## config.mk

```make
export PLATFORM = sky130hd
export DESIGN_NAME = mxv_result_tx
export DESIGN_NICKNAME = d
export VERILOG_FILES = /design/src/rtl/mxv_pkg.sv /design/src/rtl/mxv_tx_byte_mux.sv /design/src/rtl/mxv_result_tx.sv
export SDC_FILE = /design/constraint.sdc
export NUM_CORES = 1
export LEC_CHECK = 0
export ABC_CLOCK_PERIOD_IN_PS = 3500
export BUFFER_PORTS_ARGS = -buffer_cell sky130_fd_sc_hd__buf_2
export CORE_MARGIN = 4
export CORE_UTILIZATION = 57
export DETAILED_ROUTE_END_ITERATION = 16
export GPL_TIMING_DRIVEN = 0
export PLACE_DENSITY = 0.92
export SYNTH_ARGS = -nofsm -noshare
export SYNTH_HDL_FRONTEND = slang
export SYNTH_SLANG_ARGS = --single-unit
export TNS_END_PERCENT = 50
```

## constraint.sdc

```tcl
create_clock -name clk -period 3.5 [get_ports clk]
set_input_delay 0.7 -clock clk [delete_from_list [all_inputs] [get_ports clk]]
set_output_delay 0.7 -clock clk [all_outputs]
set_load 0.05 [all_outputs]
```

## src/rtl/mxv_pkg.sv

```systemverilog
// +----------------------------------------------------------------------+
// | mxv_pkg: shared constants and tx-framer state type for the MxV unit  |
// | Revision: 1.0                                                        |
// +----------------------------------------------------------------------+
`default_nettype none

package mxv_pkg;

    localparam logic [7:0] SOF_BYTE   = 8'hFE;
    localparam logic [7:0] EOF_BYTE   = 8'hEF;
    localparam logic [7:0] CMD_RESULT = 8'h05;

    typedef enum logic [3:0] {
        IDLE  = 4'd0,
        SOF   = 4'd1,
        LEN   = 4'd2,
        CMD   = 4'd3,
        FETCH = 4'd4,
        LATCH = 4'd5,
        HI    = 4'd6,
        LO    = 4'd7,
        CHK   = 4'd8,
        EOF   = 4'd9
    } tx_state_t;

endpackage

`default_nettype wire

```

## src/rtl/mxv_tx_byte_mux.sv

```systemverilog
// +----------------------------------------------------------------------+
// | mxv_tx_byte_mux: selects the outgoing frame byte for the current     |
// | framer state. Revision: 1.0                                          |
// +----------------------------------------------------------------------+
`default_nettype none

module mxv_tx_byte_mux
    import mxv_pkg::*;
(
    input  tx_state_t   state,
    input  logic [7:0]  len,
    input  logic [15:0] word,
    input  logic [7:0]  chk,
    output logic [7:0]  tx_data
);

    always_comb begin
        tx_data = 8'h00;
        case (state)
            SOF:     tx_data = SOF_BYTE;
            LEN:     tx_data = len;
            CMD:     tx_data = CMD_RESULT;
            HI:      tx_data = word[15:8];
            LO:      tx_data = word[7:0];
            CHK:     tx_data = chk;
            EOF:     tx_data = EOF_BYTE;
            default: tx_data = 8'h00;
        endcase
    end

endmodule

`default_nettype wire

```

## src/rtl/mxv_result_tx.sv

```systemverilog
// +----------------------------------------------------------------------+
// | mxv_result_tx: reads N result words and sends them as one UART       |
// | response frame. Optional checksum byte: define MXV_TX_CHECKSUM_EN.   |
// | Revision: 1.0                                                        |
// +----------------------------------------------------------------------+
`default_nettype none

module mxv_result_tx
    import mxv_pkg::*;
#(
    parameter int MAX_N = 8,
    parameter int AW    = $clog2(MAX_N)
) (
    input  logic          clk,
    input  logic          rst,
    input  logic          start,
    input  logic [7:0]    N_input,
    output logic          res_rd,
    output logic [AW-1:0] res_addr,
    input  logic [15:0]   res_data,
    output logic [7:0]    tx_data,
    output logic          tx_valid,
    input  logic          tx_ready,
    output logic          busy,
    output logic          done,
    output logic          err
);

    localparam logic [7:0] c_max_n = 8'(MAX_N);

    tx_state_t     r_state;
    logic [AW-1:0] r_idx;
    logic [7:0]    r_n;
    logic [7:0]    r_len;
    logic [15:0]   r_word;
    logic          r_done;
    logic          r_err;
    logic [7:0]    w_chk;
    logic [7:0]    w_len;
    logic          w_n_legal;
    logic          w_more;

    assign w_n_legal = (N_input != 8'd0) && (N_input <= c_max_n);
    assign w_more    = ((8'(r_idx) + 8'd1) < r_n);

`ifdef MXV_TX_CHECKSUM_EN
    logic [7:0] r_chk;
    assign w_len = {N_input[6:0], 1'b0} + 8'd2;
    assign w_chk = r_chk;
`else
    assign w_len = {N_input[6:0], 1'b0} + 8'd1;
    assign w_chk = 8'h00;
`endif

    always_ff @(posedge clk or negedge rst) begin
        if (!rst) begin
            r_state <= IDLE;
            r_idx   <= '0;
            r_n     <= 8'd0;
            r_len   <= 8'd0;
            r_word  <= 16'd0;
            r_done  <= 1'b0;
            r_err   <= 1'b0;
`ifdef MXV_TX_CHECKSUM_EN
            r_chk   <= 8'd0;
`endif
        end else begin
            r_done <= 1'b0;
            r_err  <= 1'b0;
            case (r_state)
                IDLE: begin
                    if (start) begin
                        if (w_n_legal) begin
                            r_n     <= N_input;
                            r_len   <= w_len;
                            r_idx   <= '0;
                            r_state <= SOF;
`ifdef MXV_TX_CHECKSUM_EN
                            r_chk   <= w_len ^ CMD_RESULT;
`endif
                        end else begin
                            r_err <= 1'b1;
                        end
                    end
                end
                SOF:   if (tx_ready) r_state <= LEN;
                LEN:   if (tx_ready) r_state <= CMD;
                CMD:   if (tx_ready) r_state <= FETCH;
                FETCH: r_state <= LATCH;
                LATCH: begin
                    r_word  <= res_data;
`ifdef MXV_TX_CHECKSUM_EN
                    r_chk   <= r_chk ^ res_data[15:8] ^ res_data[7:0];
`endif
                    r_state <= HI;
                end
                HI:    if (tx_ready) r_state <= LO;
                LO: begin
                    if (tx_ready) begin
                        if (w_more) begin
                            r_idx   <= r_idx + AW'(1);
                            r_state <= FETCH;
                        end else begin
`ifdef MXV_TX_CHECKSUM_EN
                            r_state <= CHK;
`else
                            r_state <= EOF;
`endif
                        end
                    end
                end
                CHK:   if (tx_ready) r_state <= EOF;
                EOF: begin
                    if (tx_ready) begin
                        r_done  <= 1'b1;
                        r_state <= IDLE;
                    end
                end
                default: r_state <= IDLE;
            endcase
        end
    end

    // Handshake outputs decode directly from state so reset drops them at once.
    assign tx_valid = r_state inside {SOF, LEN, CMD, HI, LO, CHK, EOF};
    assign busy     = (r_state != IDLE);
    assign res_rd   = (r_state == FETCH);
    assign res_addr = r_idx;
    assign done     = r_done;
    assign err      = r_err;

    mxv_tx_byte_mux u_byte_mux (
        .state   (r_state),
        .len     (r_len),
        .word    (r_word),
        .chk     (w_chk),
        .tx_data (tx_data)
    );

endmodule

`default_nettype wire
```

==> results of run 1 <==
synth_stat cells, drive strengths merged (5+ instances only):
library cell  count  area (sq um)
nor3              5         47.54
o21ai            11         55.05
mux2             18         206.4
dfrtp            34         850.8
clkbuf            5         18.77
nor2b             5         31.28
inv               6         22.52
mux2i             6         60.06
o22ai             5         31.28
nand2            14         52.55
a21oi             9         45.04
nor2             10         37.54
metrics by stage:
stage	power, mW	utilization	worst slack, ns	cells
after global placement	1.804	0.6798	1.121	257
after CTS	2.052	0.6946	0.6915	264
final	2.046	0.6946	0.6595	264
after floorplan	1.571	-	0.7009	170
after global routing	2.185	0.6946	0.4884	264
after detailed placement	1.855	0.6798	1.081	257
power groups by stage:
stage,sequential [mW],clock [mW],combinational (mW)
3_5_place_dp,0.622,0,1.23
2_1_floorplan,0.656,0,0.914
5_1_grt,0.632,0.225,1.33
3_3_place_gp,0.614,0,1.19
4_1_cts,0.614,0.202,1.24
6_report,0.616,0.197,1.23
state kept, by name (all words and copies together) (netlist names):
register,cells
r_n,8
res_addr,3
r_state,4
r_word,16
done,1
r_len,1
err,1
logic make-up after synthesis:
group | Yosys count | synth area share
simple gates | 50 | 0.1539
compound gates | 41 | 0.1491
flops | 34 | 0.4759
mux | 24 | 0.1491
buf+inv | 16 | 0.03918
fa+ha+maj | 4 | 0.02799
xor+xnor | 1 | 0.004899
final timing paths:
path                             startpoint          end  slack, ns  cells past startpoint
worst max-delay path             r_state[1]   tx_data[0]       0.66                      8
worst min-delay path                    rst         done       0.40                      1
worst max register to register  res_addr[0]  res_addr[0]       1.21                      8
worst min register to register     r_len[0]     r_len[0]       0.49                      1
max in group asynchronous               rst       r_n[1]       2.62                      1
min in group clk                   r_len[0]     r_len[0]       0.49                      1
per-layer routing:
metal  track usage  up-vias  wire length (microns)
li1              -      715                      -
met1        0.2700      734                   1626
met2        0.3355       66                   1937
met3       0.05800       13                    285
met4       0.08895        0                    106
met5             0        -                      0
cell type report:
class                   count  area [sq um]
plain buffers               9         43.79
clock buffers               7         45.04
fillers                   245         924.6
inverters                   7         26.28
multi-input cells         120         867.1
flip-flops and latches     34         850.8
well taps                  44         55.05
repair buffers             43         215.2
==> flow_summary.yaml, run 1 <==
critical_path:
  crit_path_start_kind: "flop"
  setup.worst_path.end_class: "output pin"
  crit_arrival_ns: 2.14
  worstPathRequired_ns: 2.80
  critical-path-top-delay-family: "buffers and inverters"
  crit_type: "reg -> out"
  critPathBufInv: 3
  critPathMaxStageDelay_ns: 0.39
  worst-path-max-fanout: 10
  crit_chain: "buf_2 > nor2_1 > clkbuf_1 > nand2_1 > o21ai_0 > nand2_1 > o21ai_0 > buf_2"
  slowest_stage: "clkbuf_1"
logic_synthesis:
  synth-seq-area-share: 0.4759
  synth.distinct_cells: 41
  ys_warn_count: 0
  syn_nets: 202
  synth_async_sr_flop_share: 1.000
  synth_area_sq_um: 1788
  synth_enable_flop_cells: 0
  synth_ff_type: "dfrtp_1"
  syn_inst: 170
  syn_avg_cell_area_sq_um: 10.52
  synth-seq-cells: 34
placement:
  gp_congestion: 0.8543
  placed_cell_area_sq_um: 2058
  port_buffers: 43
  hpwlAfterDp_microns: 3036
power_and_ir_drop:
  p_comb_frac: 0.603
  switching_share: 0.4981
  power.density_nw_per_um2: 972.8
  pwr-share-clk: 0.096
  internal_power_mw: 1.027
  p_sw_mw: 1.019
  power_leakage_nw: 1.065
  seq_power_share: 0.301
  peakVddDrop_mv: 0.6463
route:
  antenna_left: 0
  drcViolationCount: 0
  route.detailed.wl_per_inst_microns: 14.98
  vias_per_cell: 5.788
  drt-total-wl_microns: 3955
  firstDrtPassIters: 4
  via_count: 1528
  drtIter0Drc: 99
job:
  maxCapViolations: 0
clocking:
  postCtsSetupRepairBufs: 0
  postCtsHoldBufs: 0
  cts_root_buffer: "clkbuf_4"
  cts_buffer_depth: 2
  cts_resized: 0
  cts-buffers-inserted: 5
  htree_num_levels: 2
  path_clk_slew_ns: 0.10
  clk_latency_ns: 0.33
  cts_tree: "yes"
  cts.sinks: 34
floorplan:
  pin_count: 44
  core-area_sq_um: 3028
  start_util: 0.5905
  fp-row-count: 20
  die_x_microns: 64.01
  die_y_microns: 64.01
  dieArea_sq_um: 4097
cells_and_area:
  diodes: 0
  drive_above_1_share: 0.3545
  fin_area_sq_um: 2103
  final_common_cell: "buf_2"
  final_cell_mix: "buf_2 (45), dfrtp_1 (34), mux2_2 (17)"
  final_nets: 252
  area_growth_pct: 17.63
global_route:
  grt_max_degree: 35
  grt_usage: 0.2112
  antenna_found_initial: 0
  grt_first_pass_wirelength_microns: 6644
  grt-ovfl-total: 0
  first_global_vias: 1467
timing:
  timing.fmax_mhz: 352.1
  hold_viol_final: 0
  grt_setup_unrepaired: "false"
  max_slew_margin: 0.5226
  slew_viol_final: 0
  tightestPinTransition_ns: 0.7161
  hold_slack_ns: 0.4032
  min_period_over_period: 0.8116
  fin_crit_ns: 2.840
  finalClockSkew_ns: 0.01721
  tns_ns: 0
  setup_viol: 0
outcome:
  status: "finished, final reports clean"
min_path:
  hold_class: "in -> async"
Note: power is estimated with default switching activity, not from simulation.
==> run 2: changes to the inputs <==
Settings changed: ABC_CLOCK_PERIOD_IN_PS 3500 to 2710, CORE_UTILIZATION 57 to 53, PLACE_DENSITY 0.92 to 0.87.
Clock period 3.5 ns to 2.71 ns, I/O delays scaled along.
==> run 2 against run 1 <==
Wire length down 1.9%; critical endpoint unchanged; largest cell class unchanged; clock-buffer cell count down 1; utilization is 0.78 points lower.
==> flow_summary.yaml, run 2 (same netlist as run 1, synthesis figures left out) <==
outcome:
  status: "finished, final reports clean"
timing:
  setup_viol: 0
  grt_setup_unrepaired: "false"
  fin_crit_ns: 2.563
  timing.fmax_mhz: 390.2
  tns_ns: 0
  tightestPinTransition_ns: 0.7361
  slew_viol_final: 0
  min_period_over_period: 0.9458
  max_slew_margin: 0.5093
  finalClockSkew_ns: 0.005262
  hold_viol_final: 0
global_route:
  first_global_vias: 1375
  grt-ovfl-total: 0
  grt_max_degree: 35
  antenna_found_initial: 0
  grt_usage: 0.2007
  grt_first_pass_wirelength_microns: 6451
clocking:
  htree_num_levels: 2
  cts_root_buffer: "clkbuf_4"
  clk_latency_ns: 0.35
  cts.sinks: 34
  cts-buffers-inserted: 5
  path_clk_slew_ns: 0.11
  postCtsSetupRepairBufs: 0
  cts_buffer_depth: 2
  postCtsHoldBufs: 0
  cts_tree: "yes"
floorplan:
  pin_count: 44
  die_x_microns: 66.08
  die_y_microns: 66.08
  fp-row-count: 20
  dieArea_sq_um: 4367
  start_util: 0.5716
  core-area_sq_um: 3128
critical_path:
  crit_type: "reg -> out"
  slowest_stage: "dfrtp_1"
  rr_worst_depth: 8
  crit_start: "r_state[2]"
  reg2reg_to: "res_addr[0]"
  crit_arrival_ns: 2.02
  crit_chain: "buf_2 > nor2_1 > buf_2 > nand2_1 > o21ai_0 > nand2_1 > o21ai_0 > clkbuf_4"
  crit_path_start_kind: "flop"
  worstPathRequired_ns: 2.17
  worst-path-max-fanout: 10
  rrSetupSlack_ns: 0.43
  critPathMaxStageDelay_ns: 0.39
  rr_startpoint: "res_addr[0]"
  setup.worst_path.end_class: "output pin"
power_and_ir_drop:
  switching_share: 0.4761
  pwr-share-clk: 0.143
  seq_power_share: 0.288
  p_comb_frac: 0.570
  power_mw: 2.764
  p_sw_mw: 1.316
  power.density_nw_per_um2: 1287
  power_leakage_nw: 1.093
  internal_power_mw: 1.448
  peakVddDrop_mv: 0.8985
cells_and_area:
  area_growth_pct: 20.15
  final_common_cell: "buf_2"
  drive_above_1_share: 0.3818
  largestRegisters: "r_word x16, r_n x8, r_state x4"
  largest_reg_flops: 16
  diodes: 0
  final_cell_mix: "buf_2 (45), dfrtp_1 (34), mux2_2 (17)"
  final_nets: 252
  largest-register: "r_word"
route:
  drtIter0Drc: 168
  route.detailed.wl_per_inst_microns: 14.70
  antenna_left: 0
  via_count: 1485
  drcViolationCount: 0
  vias_per_cell: 5.625
  drt-total-wl_microns: 3880
  firstDrtPassIters: 4
placement:
  hpwlAfterDp_microns: 2924
  gp_congestion: 0.8526
  port_buffers: 43
min_path:
  hold_class: "in -> async"
job:
  maxCapViolations: 0
[run 2: changes by cell type in the layout (fill, tap and decap cells not counted), sizes merged]
cell    delta
bufinv     +1
clkbuf     -1
[run 2: final cells by class]
class	count	area, sq um
clock buffer	6	51.30
buffer	9	47.55
timing repair buffer	43	217.7
inverter	7	26.28
fill	256	979.7
sequential	34	850.8
tap	44	55.05
clock inverter	1	30.03
multi-input combinational	120	869.6
[run 2: critical path: cells and delay by family, from the launching register on]
kind                   cells  cell delay [ns]
buffers and inverters      3             0.69
DFF                        1             0.39
and+or+nand+nor            3             0.33
AOI/OAI and AO/OA          2             0.24
[run 2: layer usage]
metal,wire (microns),GRT usage,vias to the layer above
met3,275,0.04932,8
met2,1864,0.3086,52
met4,85,0.09898,0
met1,1655,0.2626,706
li1,-,-,719
met5,0,0,-
[run 2: how the worst max path moves through the flow]
stage	end	slack (ns)	cells after the start
after floorplan	tx_data[0]	0.07	4
after global placement	tx_data[0]	0.45	8
after detailed placement	tx_data[0]	0.39	8
after CTS	tx_data[3]	0.10	5
after global routing	tx_data[0]	0.02	8
final	tx_data[0]	0.15	8
[run 2: through the flow]
stage / hold WS (ns) / area (sq um) / setup slack, ns / std cells / util
global route: 0.2931 / 2148 / 0.01718 / 264 / 0.6868
detailed placement: 0.4627 / 2058 / 0.3900 / 257 / 0.6580
global placement: 0.4667 / 2058 / 0.4453 / 257 / 0.6580
floorplan: 0.2464 / 1788 / 0.06893 / 170 / -
finish: 0.2386 / 2148 / 0.1470 / 264 / 0.6868
CTS: 0.2552 / 2141 / 0.1003 / 264 / 0.6844
[run 2: timing repair]
action | 4_1_cts | 5_1_grt
setup endpoints to repair | 1 | 6
pin swaps | 0 | 0
gates resized for setup | 1 | 7
[run 2: power groups by stage]
stage               Sequential [mW]  Combinational, mW  Clock (mW)
floorplan                     0.848               1.18           0
global placement              0.797               1.54           0
detailed placement            0.806               1.56           0
CTS                           0.794               1.57       0.400
global route                  0.816               1.70       0.428
finish                        0.795               1.57       0.395
